===== src/rtl/serial_adder_ctrl.sv =====
// ---------------------------------------------------------------------------
// serial_adder_ctrl
//
// Purpose:
//   Adds two WIDTH-bit operands by time-sharing a single 1-bit full-adder
//   cell. One bit slice is processed per clock, LSB first, with a carry
//   flip-flop carrying between slices. A host starts an add with `start`
//   and sees the result on the one-cycle `done` pulse. The cost is WIDTH
//   cycles of latency; an add completes every WIDTH+2 cycles.
//
// Ports:
//   clk        in   1      single clock, rising-edge active
//   rst        in   1      synchronous reset, active-high
//   start      in   1      add request, sampled only while idle
//   a, b       in   WIDTH  operands, captured on the accepted start
//   carry_in   in   1      initial carry, captured on the accepted start
//   busy       out  1      high while bit slices are being processed
//   done       out  1      one-cycle pulse; sum/carry_out valid here
//   sum        out  WIDTH  result, held until the next accepted start
//   carry_out  out  1      final carry, held like sum
//   ovf        out  1      signed overflow (only with SERIAL_ADD_OVF_EN)
//
// Configuration:
//   `define SERIAL_ADD_OVF_EN adds the ovf port and its overflow logic.
// ---------------------------------------------------------------------------
module serial_adder_ctrl #(
  parameter int WIDTH = 8
) (
  input  logic             clk,
  input  logic             rst,
  input  logic             start,
  input  logic [WIDTH-1:0] a,
  input  logic [WIDTH-1:0] b,
  input  logic             carry_in,
  output logic             busy,
  output logic             done,
  output logic [WIDTH-1:0] sum,
  output logic             carry_out
`ifdef SERIAL_ADD_OVF_EN
  ,
  output logic             ovf
`endif
);

  localparam int CW = $clog2(WIDTH);

  typedef enum logic [1:0] {
    ST_IDLE  = 2'd0,
    ST_SHIFT = 2'd1,
    ST_DONE  = 2'd2
  } state_t;

  state_t           r_state;
  state_t           w_next_state;

  logic [WIDTH-1:0] r_ra;
  logic [WIDTH-1:0] r_rb;
  logic             r_cff;
  logic [CW-1:0]    r_cnt;
  logic [WIDTH-1:0] r_sum;
  logic             r_carry_out;
  logic             r_busy;
  logic             r_done;
  logic             w_busy_nxt;
  logic             w_done_nxt;

  logic             w_s;
  logic             w_co;
  logic             w_last;

  // 1-bit full-adder cell working on the current LSB slice.
  assign w_s    = r_ra[0] ^ r_rb[0] ^ r_cff;
  assign w_co   = (r_ra[0] & r_rb[0]) | (r_cff & (r_ra[0] ^ r_rb[0]));
  assign w_last = (r_cnt == CW'(WIDTH - 1));

  // State register.
  // NOTE: clocked state uses non-blocking (<=) so every flop samples the
  // pre-edge values regardless of statement order.
  always_ff @(posedge clk) begin
    if (rst) r_state <= ST_IDLE;
    else     r_state <= w_next_state;
  end

  // Next-state logic.
  // NOTE: the default assignment at the top keeps this purely
  // combinational; a path that left w_next_state unassigned would infer a latch.
  always_comb begin
    w_next_state = r_state;
    case (r_state)
      ST_IDLE:  if (start)  w_next_state = ST_SHIFT;
      ST_SHIFT: if (w_last) w_next_state = ST_DONE;
      ST_DONE:              w_next_state = ST_IDLE;
      default:              w_next_state = ST_IDLE;
    endcase
  end

  // Output decode from the next state, registered below so busy/done come
  // straight off flops and line up with the state they describe.
  always_comb begin
    w_busy_nxt = 1'b0;
    w_done_nxt = 1'b0;
    case (w_next_state)
      ST_SHIFT: w_busy_nxt = 1'b1;
      ST_DONE:  w_done_nxt = 1'b1;
      default:  ;
    endcase
  end

  // Datapath: operand shift registers, carry FF, bit counter, result.
  always_ff @(posedge clk) begin
    if (rst) begin
      r_ra        <= '0;
      r_rb        <= '0;
      r_cff       <= 1'b0;
      r_cnt       <= '0;
      r_sum       <= '0;
      r_carry_out <= 1'b0;
      r_busy      <= 1'b0;
      r_done      <= 1'b0;
    end else begin
      r_busy <= w_busy_nxt;
      r_done <= w_done_nxt;
      case (r_state)
        ST_IDLE: begin
          if (start) begin
            r_ra  <= a;
            r_rb  <= b;
            r_cff <= carry_in;
            r_cnt <= '0;
            r_sum <= '0;
          end
        end
        ST_SHIFT: begin
          r_ra  <= r_ra >> 1;
          r_rb  <= r_rb >> 1;
          // Result bits enter at the MSB; after WIDTH shifts bit 0 is in place.
          r_sum <= {w_s, r_sum[WIDTH-1:1]};
          r_cff <= w_co;
          if (w_last) begin
            r_cnt       <= '0;
            r_carry_out <= w_co;
          end else begin
            r_cnt <= r_cnt + CW'(1);
          end
        end
        default: ;
      endcase
    end
  end

`ifdef SERIAL_ADD_OVF_EN
  logic r_ovf;

  // On the MSB slice r_cff is the carry into the MSB; overflow is that
  // carry disagreeing with the carry out of the MSB.
  always_ff @(posedge clk) begin
    if (rst) begin
      r_ovf <= 1'b0;
    end else if (r_state == ST_IDLE && start) begin
      r_ovf <= 1'b0;
    end else if (r_state == ST_SHIFT && w_last) begin
      r_ovf <= r_cff ^ w_co;
    end
  end

  assign ovf = r_ovf;
`endif

  assign busy      = r_busy;
  assign done      = r_done;
  assign sum       = r_sum;
  assign carry_out = r_carry_out;

endmodule


===== config.mk =====
export PLATFORM = sky130hd
export DESIGN_NAME = serial_adder_ctrl
export DESIGN_NICKNAME = d
export VERILOG_FILES = /design/src/rtl/serial_adder_ctrl.sv
export SDC_FILE = /design/constraint.sdc
export NUM_CORES = 1
export LEC_CHECK = 0
export CORE_AREA = 2 2 74 83
export CTS_BUF_LIST = sky130_fd_sc_hd__clkbuf_8
export DETAILED_ROUTE_END_ITERATION = 16
export DIE_AREA = 0 0 76 85
export GPL_TIMING_DRIVEN = 0
export PLACE_DENSITY = 0.5
export REMOVE_ABC_BUFFERS = 1
export SYNTH_ARGS = -nofsm -noshare
export SYNTH_HDL_FRONTEND = slang
export SYNTH_SLANG_ARGS = --single-unit

===== constraint.sdc =====
create_clock -name clk -period 2.02 [get_ports clk]
set_input_delay 0.505 -clock clk [delete_from_list [all_inputs] [get_ports clk]]
set_output_delay 0.505 -clock clk [all_outputs]
set_load 0.05 [all_outputs]

==> run summary <==
Clock Tree Buf Depth - 2
clock share of power - 0.378
met3 usage - 0.0372
Seq pwr share - 0.489
Min-Delay Path Class - flip-flop to flip-flop
# Post-CTS Setup Buffers - 0
First DRT Iteration DRCs - 29
dominant synthesized flop cell - dfxtp_1
top post-synthesis cells by count - dfxtp_1, nor2_1, a211oi_1
FMAX - 511 MHz
Yosys top cell area share - 0.487
antenna-violating nets left - 0
peak supply drop - 0.317 mV
CP Class - flip-flop to output port
post-route clock period utilization - 0.969
most common cell in the netlist - dfxtp_1
grt peak-use layer - met2
GPL Wtd Cong - 0.707
PD cells - 818 mW/mm^2
Total GRT Usage - 0.0968
Layout Nets - 188
drt pass-1 iters - 4
CP required - 1.51 ns
final count of pins violating max slew - 0
sequential area share after synthesis - 0.487
ratio of cells with drive above 1 in the final layout - 0.0723
Post-Syn Area - 0.00136 mm^2
number of diodes - 0
clock sinks - 33
Num CTS Buffers - 5
post-synthesis area per instance - 9.62 um^2
die height - 85 um
cell family with most CP delay - buffers and inverters
Die X - 76 um
DR vias/cell - 4.52
Hold-fix buffers, CTS - 0
GR Util met1 - 0.127
P_int - 1.09 mW
vias in the first global route - 1,055
Slew headroom - 0.165
NetSw - 366 uW
Fill cells - 594
Routed WL - 2960 um
DRC - 0
status - complete, no violations
skew final - 0.00473 ns
Die Footprint - 0.00646 mm^2
critical path peak fanout - 3
CP max-delay cell - clkdlybuf4s50_1
CP Launch Type - flip-flop
TritonCTS clock tree - built
Synth area leader - dfxtp_1
global-route wire length before repair - 5010 um
kind of end point of the critical path - output port
synth warn - 0
Slew @ Worst Pin - 1.25 ns
CTS Root Cell - clkbuf_8
Initial Utilization - 0.241
grt total ovfl - 0
Core Util, Final - 0.317
number of synthesized flops with an enable pin - 0
Syn Inst Count - 141
Worst Path Arrival - 1.45 ns
minimum clock period - 1.96 ns
core area - 0.00562 mm^2
HPWL Detailed - 1970 um
ys async rst share - 0
Synth cell types - 30
Worst Path Buf+Inv - 1
Layout area overhead - 31.4%
ranking of synthesized cells by area - dfxtp_1, a211oi_1, nor2_1
CP max stage delay - 0.81 ns
combinational power share - 0.133
maximum number of pins on one net before global-route repair - 34
Static Leakage - 0.702 nW
I/O Buffers - 30
final setup violation count - 0
initial antenna violation count - 0
Vias - 1,099
WL/cell - 12.2 um
clk_lat worst skew - 0.28 ns
synthesized flop and latch total - 33
Power Total - 1.46 mW
Worst-path clk slew - 0.07 ns
IO Pins - 31
crit-path cells - clkdlybuf4s50_1
Rows - 29
htree depth - 2
Max-Cap Viols - 0
Hold Fails Final Rpt - 0
Switching Share - 0.251
RSZ-0062 raised after global routing - false
met2 Use GR - 0.146
[final timing paths]
path | start | to | slack (ns) | depth (start not counted)
setup / recovery | sum[4] | sum[4] | 0.06 | 1
hold / removal | r_cnt[0] | r_cnt[0] | 0.48 | 2
setup reg to reg | r_state[0] | carry_out | 0.36 | 3
hold reg to reg | r_cnt[0] | r_cnt[0] | 0.48 | 2
[layout by cell type (no fill, tap or decap), types with 2 or more instances in the layout]
master / netlist / final
nand2b_1: 2 / 2
nand2_1: 2 / 2
o22ai_1: 8 / 8
nor3_1: 2 / 2
nor2_1: 26 / 26
a22oi_1: 10 / 10
dfxtp_1: 33 / 33
dlymetal6s2s_1: 0 / 3
a211oi_1: 16 / 16
clkdlybuf4s50_1: 0 / 27
clkbuf_8: 0 / 7
nor2b_1: 2 / 2
inv_1: 5 / 5
a21oi_1: 2 / 2
mux2i_1: 6 / 6
ha_1: 2 / 2
[what timing repair did]
item | in CTS | in global routing
setup endpoints to repair | 0 | 3
resized for setup | 0 | 3
hold endpoints to repair | 0 | 0
[layer usage]
layer	vias up	wire length, um
met4	0	36
met5	-	0
met1	519	1490
li1	553	-
met3	5	141
met2	22	1290
[power groups by stage]
| stage | sequential (mW) | combinational (mW) | clock, mW |
|---|---|---|---|
| finish | 0.712 | 0.194 | 0.551 |
| global route | 0.718 | 0.219 | 0.601 |
| CTS | 0.713 | 0.199 | 0.573 |
| detailed placement | 0.727 | 0.198 | 0 |
| global placement | 0.727 | 0.197 | 0 |
| floorplan | 0.735 | 0.104 | 0 |
[sequential cells by signal (all words and copies together), names as in the netlist]
signal,count
busy,1
carry_out,1
r_rb,8
sum,8
done,1
r_cnt,3
r_cff,1
r_ra,8
r_state,2
[area by class of cell]
type                    count  area [um^2]  share of cell area
clock buffers               7         96.3              0.0541
multi-input cells          89          593               0.333
repair buffers             30          308               0.173
inverters                   6         22.5              0.0126
flip-flops and latches     33          661               0.371
clock inverters             1         5.00             0.00281
well taps                  77         96.3              0.0541
[through the flow]
step	setup TNS [ns]	area (um^2)	hold WS [ns]	worst slack [ns]	instances
after global placement	-3.14	1670	0.470	-0.168	235
final	0	1780	0.484	0.0623	243
after global routing	0	1780	0.515	0.000138	243
after detailed placement	-3.16	1670	0.470	-0.167	235
after CTS	0	1770	0.483	0.0337	243
after floorplan	0	1280	0.447	0.633	128
[logic make-up (layout without fill, tap and decap cells)]
group	count (synthesis)	count (layout)	synth area share
AND/OR/NAND/NOR	37	37	0.124
adder cells (fa/ha/maj)	3	3	0.0332
multiplexers	6	6	0.0443
buffers and inverters	19	44	0.0756
flip-flops	33	33	0.487
AO/OA/AOI/OAI	43	43	0.236
No activity file was read; power rests on OpenSTA's default activity.
